`src/rtl/seq_decoder.sv`:
```
// Registered N-to-2^N one-hot decoder with active-low enable and a scan
// sequencer that walks every code from a loaded start index.
module seq_decoder #(
  parameter int N     = 3,
  parameter int M     = 2**N,
  parameter int DWELL = 1
) (
  input  logic         clk,
  input  logic         rst_n,
  input  logic         en_n,
  input  logic         mode,
  input  logic [N-1:0] enc,
  input  logic         start,
  output logic [M-1:0] dec,
  output logic [N-1:0] idx,
  output logic         busy,
  output logic         done
);

  // state | meaning
  // IDLE  | direct decode (mode=0) or waiting for a scan start (mode=1)
  // SCAN  | presenting codes, each for DWELL enabled cycles
  typedef enum logic {IDLE, SCAN} state_t;

  localparam int CW = $clog2(M + 1);
  localparam int DW = (DWELL > 1) ? $clog2(DWELL) : 1;
  localparam logic [DW-1:0] DLAST = DW'(DWELL - 1);
  localparam logic [CW-1:0] CLAST = CW'(M);

  state_t        state_q, state_d;
  logic [M-1:0]  dec_q, dec_d;
  logic [N-1:0]  idx_q, idx_d, idx_inc;
  logic [DW-1:0] dcnt_q, dcnt_d;
  logic [CW-1:0] ccnt_q, ccnt_d;
  logic          done_q, done_d;

  function automatic logic [M-1:0] onehot(input logic [N-1:0] i);
    logic [M-1:0] r;
    r    = '0;
    r[i] = 1'b1;
    return r;
  endfunction

  assign idx_inc = idx_q + N'(1);

  always_comb begin
    state_d = state_q;
    dec_d   = '0;
    idx_d   = idx_q;
    dcnt_d  = dcnt_q;
    ccnt_d  = ccnt_q;
    done_d  = 1'b0;
    case (state_q)
      IDLE: begin
        if (!mode) begin
          dec_d = en_n ? '0 : onehot(enc);
          idx_d = enc;
        end else if (!en_n && start) begin
          state_d = SCAN;
          idx_d   = enc;
          dec_d   = onehot(enc);
          dcnt_d  = '0;
          ccnt_d  = CW'(1);
        end
      end
      SCAN: begin
        // Priority: abort, then pause, then dwell/advance/finish.
        if (!mode) begin
          state_d = IDLE;
        end else if (en_n) begin
          dec_d = '0;
        end else if (dcnt_q != DLAST) begin
          dcnt_d = dcnt_q + DW'(1);
          dec_d  = onehot(idx_q);
        end else if (ccnt_q != CLAST) begin
          idx_d  = idx_inc;
          dcnt_d = '0;
          ccnt_d = ccnt_q + CW'(1);
          dec_d  = onehot(idx_inc);
        end else begin
          state_d = IDLE;
          done_d  = 1'b1;
        end
      end
      default: state_d = IDLE;
    endcase
  end

  always_ff @(posedge clk or negedge rst_n) begin
    if (!rst_n) begin
      state_q <= IDLE;
      dec_q   <= '0;
      idx_q   <= '0;
      dcnt_q  <= '0;
      ccnt_q  <= '0;
      done_q  <= 1'b0;
    end else begin
      state_q <= state_d;
      dec_q   <= dec_d;
      idx_q   <= idx_d;
      dcnt_q  <= dcnt_d;
      ccnt_q  <= ccnt_d;
      done_q  <= done_d;
    end
  end

  assign dec  = dec_q;
  assign idx  = idx_q;
  assign busy = (state_q == SCAN);
  assign done = done_q;

endmodule

```
`config.mk`:
```
export PLATFORM = sky130hd
export DESIGN_NAME = seq_decoder
export DESIGN_NICKNAME = d
export VERILOG_FILES = /design/src/rtl/seq_decoder.sv
export SDC_FILE = /design/constraint.sdc
export NUM_CORES = 1
export LEC_CHECK = 0
export ABC_AREA = 1
export CAP_MARGIN = 0
export CORE_ASPECT_RATIO = 0.75
export CORE_UTILIZATION = 48
export CTS_CLUSTER_SIZE = 8
export DETAILED_ROUTE_END_ITERATION = 7
export PLACE_DENSITY = 0.77
export SYNTH_ARGS = -nofsm -noshare
export SYNTH_HDL_FRONTEND = slang
export SYNTH_SLANG_ARGS = --single-unit
```
`constraint.sdc`:
```
create_clock -name clk -period 1.7 [get_ports clk]
set_clock_uncertainty 0.2 [all_clocks]
set_input_delay 0.255 -clock clk [delete_from_list [all_inputs] [get_ports clk]]
set_output_delay 0.255 -clock clk [all_outputs]
set_load 0.01 [all_outputs]
```
Word-level counts from Yosys, hierarchy flattened:

Cells that the tools add are included.

* logic and storage cells: 78
* register bits: 18
* input port bits: 8

* muxes and demuxes: 46
* equality and inequality tests: 8
* bitwise operators: 1
* reduce and logical (&&, ||, !) cells: 8
* add/subtract/negate cells: 3
* magnitude comparators: 6

Operator list (count)
* $mux W8: 7
* $mux W4: 6
* $mux W1: 19
* $mux W3: 6
* $pmux W8 S2: 1
* $lt A3 B4 Y1 const B: 3
* $ne A2 B2 Y1 const B: 5
* $demux W1 S3: 3
* $ge A3 B1 Y1 const B: 3
* $pmux W4 S2: 1
* $pmux W3 S2: 1
* $reduce_and A6 Y1: 1
* $reduce_and A5 Y1: 1
* $add A4 B1 Y4 const B: 1
* $logic_and A1 B1 Y1: 4
* $ne A4 B4 Y1 const B: 1
* $pmux W1 S2: 2
* $reduce_and A4 Y1: 1
* $add A3 B1 Y3 const B: 1
* $ne A3 B3 Y1 const B: 1
* $ne A2 B1 Y1 const B: 1
* $add A1 B1 Y1 const B: 1
* $logic_not A1 Y1: 1
* $not A1 Y1: 1

Longest topological paths before layout:

* word-level depth: 10
* depth in mapped cells: 7

Least setup slack after synthesis:

OpenSTA, ideal clock, no wires.

* kind: register to register
* from: register idx_q[0], in the netlist idx[0]
* to: register dec_q[6], in the netlist dec[6]
* data required time: 1.374 ns
* arrival time: 1.010 ns
* cell stages (with the launch flop): 8
* slack: 0.364 ns
* cell sequence: dfrtp_1 > ha_1 > inv_1 > nand2_1 > nand2_1 > inv_1 > nand2_1 > o21ai_0

* word-level cells in the longest chain between the ends: 10
* elaborated cells between the ends (all ways): 16

Ends and longest elaborated chain
* from (decl): line 32 `logic [N-1:0] idx_q, idx_d, idx_inc;`
* from (signal assigned): line 100 `idx_q <= idx_d;`
* $add A3 B1 Y3: line 44 `assign idx_inc = idx_q + N'(1);`
* $lt A3 B4 Y1 (implied by the code) / $ge A3 B1 Y1 (equally long branches): line 40 `r[i] = 1'b1;`
* $logic_and A1 B1 Y1 (implied by the code): line 40
* $mux W1 (implied by the code): line 40
* $demux W1 S3: line 40
* $mux W8: line 75 `end else if (ccnt_q != CLAST) begin`
* $mux W8 (*): line 72 `end else if (dcnt_q != DLAST) begin`
* $mux W8 (*): line 70 `end else if (en_n) begin`
* $mux W8 (*): line 68 `if (!mode) begin`
* $pmux W8 S2 (*): line 53 `case (state_q)`
* net dec_d[6]: line 31 `logic [M-1:0] dec_q, dec_d;`
* to (signal assigned): line 92 `dec_q <= '0;`
* to (signal assigned): line 99 `dec_q <= dec_d;`
* to (decl): line 31

The timed path passes the listed nets; every way through them passes the cells marked *.
A chain may end at the register's enable or synchronous reset.

Worst setup path after layout:

* from: register idx_q[1], in the netlist idx[1]
* to: output idx[1]

RTL lines
* to (decl): line 15 `output logic [N-1:0] idx,`

No word-level cell between the ends.

==> run_results.csv <==
group,metric,value,unit
run_status,outcome,"finished clean",
routing,dr.pass1.iters,5,
synth,yosysMostFrequentCell,"nand2_1",
synth,synth_ff_type,"dfrtp_1",
finish,drive_gt1_share,13.7,%
synth,synth_nets,128,
worst_setup_path,crit_path_max_incr_delay,540,ps
finish,nNetsFinal,158,
finish,diodes,0,
synth,ys_top_cells_by_area,"dfrtp_1 47%, nand2_1 14%, o21ai_0 6.6%",
synth,synth_edf_count,0,
routing,dr_total_vias,842,
timing,period_share,98.1,%
clock_network,cts_root_buf,"clkbuf_4",
floorplan,die_y,39.8,µm
clock_network,clk_latency,300,ps
floorplan,die_area,2080,µm²
worst_setup_path,critPathTopFamily,"buffers and inverters",
power,power.leakage,0.632,nW
routing,viasPerCell,5.01,
worst_setup_path,cp-end-kind,"output port",
timing,worst_slack,32.7,ps
timing,layout_min_cycle_time,1670,ps
synth,synth.cell_area,912,µm²
synth,yosys.cell_types.count,19,
routing,drcViolationCount,0,
clock_network,cts_hold_buf,0,
floorplan,row_count,13,
synth,ys_ff_latch,17,
clock_network,cts-buffers-inserted,3,
floorplan,ios,21,
floorplan,start_util,51.9,%
timing,setup_viol,0,
timing,relSlewSlack,84.4,%
placement,globalplace.congestion,0.825,
clock_network,tritoncts,"done",
routing,post_drt_wl_per_cell,11.3,µm
routing,drtAntennaViolNets,0,
global_routing,grt-ovfl-total,0,
clock_network,htree_levels,1,
power,vdd_drop_max,0.641,mV
worst_setup_path,crit_path_cell_trace,"clkdlybuf4s50_1",
synth,synthArstFlopShare,100,%
clock_network,clk_pin_slew_worst_paths,100,ps
min_path,hp-class,"input port to asynchronous set/reset pin",
finish,multiInputGateArea,412,µm²
worst_setup_path,cp.arrival,1210,ps
synth,synthTopCellsByCount,"35 x nand2_1, 17 x dfrtp_1, 16 x inv_1",
worst_setup_path,cp.required,1240,ps
global_routing,grt_pass1_vias,645,
routing,finalWirelength,1900,µm
finish,instances_no_fill,168,
global_routing,grt_max_degree,18,
global_routing,track_usage,20.0,%
finish,num-fill-cells,156,
global_routing,antenna_found_initial,0,
worst_setup_path,cp_max_fo,2,
finish,regArea,427,µm²
global_routing,grt_pass1_wl,2820,µm
placement,placed_cell_area,1150,µm²
synth,netlist_instances,117,
worst_setup_path,path_buf_inv,1,
timing,hold_viol,0,
timing,timing.fmax,0.600,GHz
placement,place.detailed.hpwl,1400,µm
job,max_cap_violations,0,
floorplan,die_w,52.3,µm
clock_network,cts.sinks,17,
finish,syn2layout_area_growth,32.6,%
synth,syn_area_per_cell,7.80,µm²
timing,tns,0,ps
floorplan,core_area,1760,µm²
placement,dp_slack,1.32,ps
timing,drv_slew,0,
timing,worstMarginPinSlew,234,ps
finish,fin_area,1210,µm²
synth,synth-seq-area-share,46.6,%
worst_setup_path,r2r_slack,150,ps
routing,drt_iter0_drc,21,
placement,port_buffers,20,
synth,synth_top_area_share,46.6,%
synth,ys.warnings.count,0,
worst_setup_path,startpoint_type,"flop",
worst_setup_path,critPathSlowestCell,"clkdlybuf4s50_1",
clock_network,clockBufferDepth,2,
placement,place_inst,161,
synth,yosysTopAreaCell,"dfrtp_1",
timing,rsz0062_at_grt,"false",
worst_setup_path,path_class,"flop to output port",
power,pwr_density_cell,831,nW/µm²
-- metal layers --
metal,vias to the layer above,routed length [µm],GRT usage (%)
li1,428,-,-
met1,387,931,25.7
met2,22,841,31.3
met3,5,109,7.36
met4,0,21,5.92
met5,-,0,0
-- where the power goes --
part           internal (mW)  leakage [nW]  switching, mW  total, mW
combinational          0.134         0.389          0.167      0.300
clock                 0.0878        0.0177          0.133      0.220
sequential             0.444         0.225         0.0407      0.485
total                  0.666         0.632          0.340       1.01
-- through the flow --
stage / hold slack (ps) / util, % / power (mW)
floorplan: -241 / - / 0.662
global placement: 324 / 65.5 / 0.771
detailed placement: 346 / 65.5 / 0.778
CTS: 83.5 / 68.0 / 1.00
global route: 88.1 / 68.9 / 1.07
finish: 69.4 / 68.9 / 1.01
-- area by class of cell --
| class | count | area share, % |
|---|---|---|
| flip-flops and latches | 17 | 35.3 |
| well taps | 22 | 2.28 |
| clock inverters | 1 | 0.414 |
| repair buffers | 26 | 20.9 |
| inverters | 17 | 5.27 |
| clock buffers | 3 | 1.86 |
| multi-input cells | 82 | 34.0 |
-- state kept, by name (all words and copies together), names as in the netlist --
signal	count
done	1
busy	1
ccnt_q	4
idx	3
dec	8
-- worst paths after layout --
kind | startpoint | to | cells past startpoint
min reg2reg | idx[2]$_DFFE_PN0P_ | idx[2]$_DFFE_PN0P_ | 2
min | rst_n | dec[5]$_DFF_PN0_ | 2
max in group asynchronous | rst_n | busy$_DFF_PN0_ | 2
max | idx[1]$_DFFE_PN0P_ | idx[1] | 1
min in group clk | idx[2]$_DFFE_PN0P_ | idx[2]$_DFFE_PN0P_ | 2
max reg2reg | idx[0]$_DFFE_PN0P_ | dec[1]$_DFF_PN0_ | 5
-- cell families (layout without fill, tap and decap cells) --
kind of cell,Yosys count,in the layout,share of synthesized area (%)
xor+xnor,1,1,0.960
flops,17,17,46.6
simple gates,60,60,29.6
compound gates,18,18,10.4
fa+ha+maj,3,3,4.12
buf+inv,18,47,8.23
-- repair_timing --
action | in CTS | in global routing
endpoints found under the setup margin | 2 | 4
cloned | 0 | 0
gates resized for setup | 1 | 3
endpoints found under the hold margin | 0 | 0
buffers inserted | 2 | 1
-- placed cells by master, fill, tap and decap left out, drive strengths merged --
cell,netlist,layout
clkdlybuf4s50,0,17
a21oi,1,1
nor2,12,12
o21ai,16,16
buf,1,6
xor2,1,1
nand2,37,37
clkbuf,0,3
ha,3,3
clkinv,0,1
inv,17,17
dfrtp,17,17
nand3,8,8
o22ai,1,1
nand4,3,3
dlymetal6s2s,0,3
Note: power is estimated with default switching activity, not from simulation.
